[config.mk]
export PLATFORM = sky130hd
export DESIGN_NAME = slot_reels
export DESIGN_NICKNAME = d
export VERILOG_FILES = /design/src/rtl/slot_reels.sv
export SDC_FILE = /design/constraint.sdc
export NUM_CORES = 1
export LEC_CHECK = 0
export CAP_MARGIN = 20
export CORE_ASPECT_RATIO = 0.75
export CORE_UTILIZATION = 35
export DETAILED_ROUTE_END_ITERATION = 8
export GPL_ROUTABILITY_DRIVEN = 0
export PLACE_DENSITY = 0.56
export SLEW_MARGIN = 20
export SYNTH_ARGS = -nofsm -noshare
export SYNTH_HDL_FRONTEND = slang
export SYNTH_SLANG_ARGS = --single-unit
export TNS_END_PERCENT = 1
[constraint.sdc]
create_clock -name clk -period 3.2 [get_ports clk]
set_clock_uncertainty 0.15 [all_clocks]
set_input_delay 0.64 -clock clk [delete_from_list [all_inputs] [get_ports clk]]
set_output_delay 0.64 -clock clk [all_outputs]
set_load 0.02 [all_outputs]
[src/rtl/slot_reels.sv]
// Reel generator for the slot machine: three counters spin on the divider tick
// and freeze one at a time on debounced-by-edge key presses.
module slot_reels #(
   parameter int REEL_MAX = 9,
   parameter int STEP1    = 1,
   parameter int STEP2    = 3,
   parameter int STEP3    = 7
) (
   input  logic       clk,
   input  logic       resetn,
   input  logic       tick,
   input  logic       key_1,
   input  logic       key_2,
   input  logic       key_3,
   output logic [4:0] reel1,
   output logic [4:0] reel2,
   output logic [4:0] reel3,
   output logic [2:0] stopped,
   output logic       spinning,
   output logic       spin_done
);

   // state | meaning
   // DONE  | all reels frozen, waiting for key_3 to start a spin
   // SPIN3 | all three reels spinning
   // SPIN2 | reel1 frozen, reels 2 and 3 spinning
   // SPIN1 | reels 1 and 2 frozen, reel3 spinning
   typedef enum logic [1:0] {DONE, SPIN3, SPIN2, SPIN1} state_t;

   localparam logic [5:0] MAX6  = 6'(REEL_MAX);
   localparam logic [5:0] MOD6  = 6'(REEL_MAX + 1);
   localparam logic [5:0] STEP1_6 = 6'(STEP1);
   localparam logic [5:0] STEP2_6 = 6'(STEP2);
   localparam logic [5:0] STEP3_6 = 6'(STEP3);

   state_t     state, state_nxt;
   logic [2:0] sync_a, sync_b, prev, press;
   logic [2:0] frz, adv;

   function automatic logic [2:0] stop_of(state_t s);
      case (s)
         SPIN3:   return 3'b000;
         SPIN2:   return 3'b001;
         SPIN1:   return 3'b011;
         default: return 3'b111;
      endcase
   endfunction

   function automatic logic [4:0] step_reel(logic [4:0] r, logic [5:0] inc);
      logic [5:0] sum;
      sum = {1'b0, r} + inc;
      if (sum > MAX6)
         sum = sum - MOD6;
      return sum[4:0];
   endfunction

   // Press pulse is registered so it lands one cycle after the edge detect.
   always_ff @(posedge clk) begin
      if (!resetn) begin
         sync_a <= 3'b111;
         sync_b <= 3'b111;
         prev   <= 3'b111;
         press  <= 3'b000;
      end else begin
         sync_a <= {key_3, key_2, key_1};
         sync_b <= sync_a;
         prev   <= sync_b;
         press  <= ~sync_b & prev;
      end
   end

   always_comb begin
      state_nxt = state;
      case (state)
         DONE:    if (press[2]) state_nxt = SPIN3;
         SPIN3:   if (press[0]) state_nxt = SPIN2;
         SPIN2:   if (press[1]) state_nxt = SPIN1;
         SPIN1:   if (press[2]) state_nxt = DONE;
         default: state_nxt = DONE;
      endcase
   end

   // A reel advances only if it spins both before and after this edge, so a
   // stopping press beats a coincident tick and a restart edge never advances.
   always_comb begin
      frz = stop_of(state) | stop_of(state_nxt);
      adv = {3{tick}} & ~frz;
   end

   always_ff @(posedge clk) begin
      if (!resetn) begin
         state     <= DONE;
         reel1     <= 5'd0;
         reel2     <= 5'd0;
         reel3     <= 5'd0;
         stopped   <= 3'b111;
         spinning  <= 1'b0;
         spin_done <= 1'b0;
      end else begin
         state     <= state_nxt;
         stopped   <= stop_of(state_nxt);
         spinning  <= (state_nxt != DONE);
         spin_done <= (state == SPIN1) && (state_nxt == DONE);
         if (adv[0]) reel1 <= step_reel(reel1, STEP1_6);
         if (adv[1]) reel2 <= step_reel(reel2, STEP2_6);
         if (adv[2]) reel3 <= step_reel(reel3, STEP3_6);
      end
   end

endmodule

* Yosys cells after proc, flatten, opt, wreduce, memory -nomap -nowiden
Cells that the tools add are included.
Storage, ports and cells: bits in registers 34, output and inout port bits 20, bits of input ports 6
Cells by class: reductions and logical operators 4, magnitude comparators 3, $add $sub $neg 6, equal/unequal tests 6, muxes and demuxes 10, bitwise gates (word level) 5
Operators with widths (count):
- > comparator 6 x 4 -> 1 bit, second input constant | 3
- one-hot mux 3 bit (3 select lines) | 2
- two-way mux 5 bit | 3
- subtractor 5 x 4 -> 5 bit, second input constant | 3
- == test 2 bit, second input constant | 4
- two-way mux 2 bit | 4
- one-hot mux 2 bit (4 select lines) | 1
- adder 5 x 1 -> 6 bit, second input constant | 1
- adder 5 x 2 -> 6 bit, second input constant | 1
- adder 5 x 3 -> 6 bit, second input constant | 1
- AND 3 bit | 2
- NOT 3 bit | 2
- == test 2 x 1 -> 1 bit, second input constant | 2
- zero test 2 bit | 2
- OR 3 bit | 1
- nonzero test 2 bit | 1
- logical AND 1 bit | 1

* Depth between registers and ports, before layout
word-level depth 7, gate-level depth with buffers 11

* Worst setup path before layout
No wires, ideal clock.
path type flip-flop to flip-flop, start register state[0], end register reel3[4], buffers on the path 0, required time 2.993 ns, slack 0.676 ns, stages on the path, launching flop included 11, arrival time 2.317 ns, setup time 0.057 ns, clock period less this slack 2.524 ns, cell sequence dfxtp_1 inv_1 ha_1 o31ai_1 inv_1 ha_1 nor3b_2 nand3_1 or3_1 a21oi_1 or3_1
Between the ends: word-level cells in the longest chain between the ends 7
Ends and longest elaborated chain:
- from (decl) | RTL line 36 | state_t state, state_nxt;
- from (signal assigned) | RTL line 100 | state <= state_nxt;
- == test 2 bit (tied with other cells) | RTL line 74 | case (state)
- one-hot mux 2 bit (4 select lines) (*) | RTL line 74
- net state_nxt[0] | RTL line 36
- == test 2 bit / == test 2 x 1 -> 1 bit (equally long branches) | RTL line 41 | case (s)
- one-hot mux 3 bit (3 select lines) (*) | RTL line 41
- OR 3 bit (*) | RTL line 86 | frz = stop_of(state) | stop_of(state_nxt);
- NOT 3 bit (*) | RTL line 87 | adv = {3{tick}} & ~frz;
- AND 3 bit (*) | RTL line 87
- to (signal assigned) | RTL line 106 | if (adv[2]) reel3 <= step_reel(reel3, STEP3_6);
- to (decl) | RTL line 17 | output logic [4:0] reel3,
Mark *: on every way through the listed nets, which the timed path passes. The rest lies on a longest branch. A chain may end at the register's enable or synchronous reset.

* Final worst setup path
Same ends and word-level chain as after synthesis.

==> impl_metrics.ini <==
[floorplanning]
die_h_um = 68.60
row_count = 23
core_area_um2 = 5525
die-area_um2 = 6228
die_x_um = 90.79
initial_core_util = 0.3745
num_io_pins = 26

[synthesis]
ys_ff_latch = 34
yosysSeqAreaShare = 0.3289
async_flop_share = 0
synth_nets = 269
syn_area_um2 = 2069
synth-edff-count = 0
ys_warn_count = 0
synth_cells = 244
yosys.cell_types.count = 53
synthFlopType = dfxtp_1
syn_avg_cell_area_um2 = 8.481

[power]
clkPwrFrac = 0.492
irDropWorstVdd_v = 0.0002738
p_leak_nw = 0.9840
comb_power_share = 0.058
power.switching_mw = 0.2086
swShare = 0.2128
power.density_nw_per_um2 = 390.4
p_int_mw = 0.7718
seqPwrFrac = 0.450

[place]
post-dp-hpwl_um = 3091
place_area_um2 = 2374
portBuffers = 25

[cts]
numCtsBuffers = 5
clockBufferDepth = 2
cts_tree = yes
cts_resized = 0
cts_root_buf = clkbuf_8
cts_setup_buffers = 0
clkSinkCount = 34
clk_latency_ps = 300
htreeDepth = 2
path_clk_slew_ps = 70
cts_hold_buf = 0

[sta]
tightest_slew_ps = 552.9
finalCritPeriodShare = 0.8816
maxSlewViolCount = 0
hold-worst-slack_ps = 254.7
finalCriticalPeriod_ps = 2821
fin_setup_tns_ps = 0
slew_headroom = 0.6298
timing.fmax_mhz = 354.5
finalHoldViolCount = 0
setup_viol = 0
rsz0062_at_grt = false

[routing]
wirelength_um = 4380
firstDrtPassIters = 4
ant_nets = 0
via_per_inst = 5.052
via_count = 1733
initialDrtViolationCount = 83
wl_per_cell_um = 12.77
drc = 0

[flow_run]
cap_violations = 0

[finish]
area_delta_synth_final_pct = 21.34
antenna_cells = 0
drive_above_1_share = 0.07836
fin_nets = 292
final_common_cell = dfxtp_1
postLayoutCellArea_um2 = 2511
fillers = 567
most-common-layout-cells = dfxtp_1 (34), clkdlybuf4s50_1 (25), ha_1 (19), inv_1 (18)

[critical_path]
critPathMaxFanout = 10
crit_type = reg2reg
crit_arrival_ps = 2910
cp-end-kind = flop
start_kind = flop
required_ps = 3290

[global_route]
grt_overflow = 0
grtUsageMet2 = 0.2320
gr-usage-all-layers = 0.1488
grt_pass1_wl_um = 7245
grt_pass1_vias = 1535
grt-busiest-layer = met2
antenna_found_initial = 0
use_met1 = 0.2024
use_met3 = 0.03618
grt_max_degree = 30

[outcome]
run_status = finished, final reports clean

[min_path]
hold_path.class = reg2reg
-- routing by layer --
| layer | vias up | wire [µm] |
|---|---|---|
| li1 | 906 | - |
| met1 | 801 | 2391 |
| met2 | 18 | 1815 |
| met3 | 8 | 118 |
| met4 | 0 | 55 |
| met5 | - | 0 |
-- cell usage after synthesis, types with 2 or more instances --
master / instances / area, µm²
nor2_1: 16 / 60.06
ha_1: 19 / 237.7
and3_1: 5 / 31.28
a21o_1: 3 / 22.52
nand4_1: 3 / 18.77
buf_4: 3 / 22.52
or4_1: 2 / 15.01
inv_1: 18 / 67.56
o21a_1: 3 / 22.52
o31ai_1: 3 / 22.52
o22ai_1: 4 / 25.02
o211a_1: 2 / 20.02
nand2b_1: 16 / 100.1
clkbuf_1: 4 / 15.01
nor3_1: 6 / 30.03
and2_1: 2 / 12.51
o21ai_0: 12 / 60.06
o21bai_1: 3 / 22.52
o211ai_1: 3 / 22.52
xnor2_1: 6 / 52.55
or2_2: 2 / 12.51
buf_2: 5 / 25.02
a21oi_1: 13 / 65.06
nand2_1: 13 / 48.80
xor2_1: 5 / 43.79
nand3_1: 9 / 45.04
or3_1: 5 / 31.28
dfxtp_1: 34 / 680.7
-- logic make-up (layout without fill, tap and decap cells) --
group / Yosys count / after routing / synth area share
compound gates: 60 / 60 / 0.2007
xor+xnor: 11 / 11 / 0.04655
fa+ha+maj: 19 / 19 / 0.1149
buf+inv: 30 / 54 / 0.06287
flops: 34 / 34 / 0.3289
mux: 2 / 2 / 0.01028
simple gates: 88 / 88 / 0.2358
-- worst paths after layout --
path	cells after the start	end	from	slack [ps]
max	10	reel3[4]$_SDFFE_PN0P_	state[0]$_SDFF_PN0_	380
min	2	press[2]$_SDFF_PN0_	prev[2]$_SDFF_PN1_	250
max reg2reg	10	reel3[4]$_SDFFE_PN0P_	state[0]$_SDFF_PN0_	380
min reg2reg	2	press[2]$_SDFF_PN0_	prev[2]$_SDFF_PN1_	250
-- worst max-delay path, cell delays in order (launching register included) --
cell,delay [ps]
dfxtp_1,430
inv_1,100
ha_1,270
o31ai_1,330
inv_1,130
ha_1,230
nor3b_2,480
nand3_1,120
or3_1,310
a21oi_1,120
or3_1,110
-- power groups by stage --
stage,combinational (mW),sequential (mW),clock [mW]
2_1_floorplan,0.0355,0.451,0
3_3_place_gp,0.0569,0.451,0
3_5_place_dp,0.0568,0.451,0
4_1_cts,0.0575,0.441,0.494
5_1_grt,0.0632,0.442,0.509
6_report,0.0568,0.441,0.483
-- state kept, by name (all words and copies together), names as in the netlist --
| register | flops |
|---|---|
| sync_a | 3 |
| state | 2 |
| reel2 | 5 |
| reel3 | 5 |
| sync_b | 3 |
| prev | 3 |
| stopped | 3 |
| spin_done | 1 |
| spinning | 1 |
| press | 3 |
| reel1 | 5 |
-- metrics by stage --
stage / std cells / utilization / power (mW) / setup WS [ps]
2_1_floorplan: 244 / - / 0.4861 / 675.9
3_3_place_gp: 335 / 0.4296 / 0.5077 / 486.5
3_5_place_dp: 335 / 0.4296 / 0.5076 / 391.6
4_1_cts: 343 / 0.4545 / 0.9924 / 365.5
5_1_grt: 343 / 0.4545 / 1.015 / 160.6
6_report: 343 / 0.4545 / 0.9804 / 378.8
-- layout make-up --
class                      instances  area, µm²  share of cell area
multi-input combinational        180       1259              0.5012
sequential                        34      680.7              0.2711
timing repair buffer              28      272.8              0.1086
tap                               75      93.84             0.03737
clock buffer                       5      68.82             0.02740
clock inverter                     3      68.82             0.02740
inverter                          18      67.56             0.02691
(Power assumes the default switching activity.)
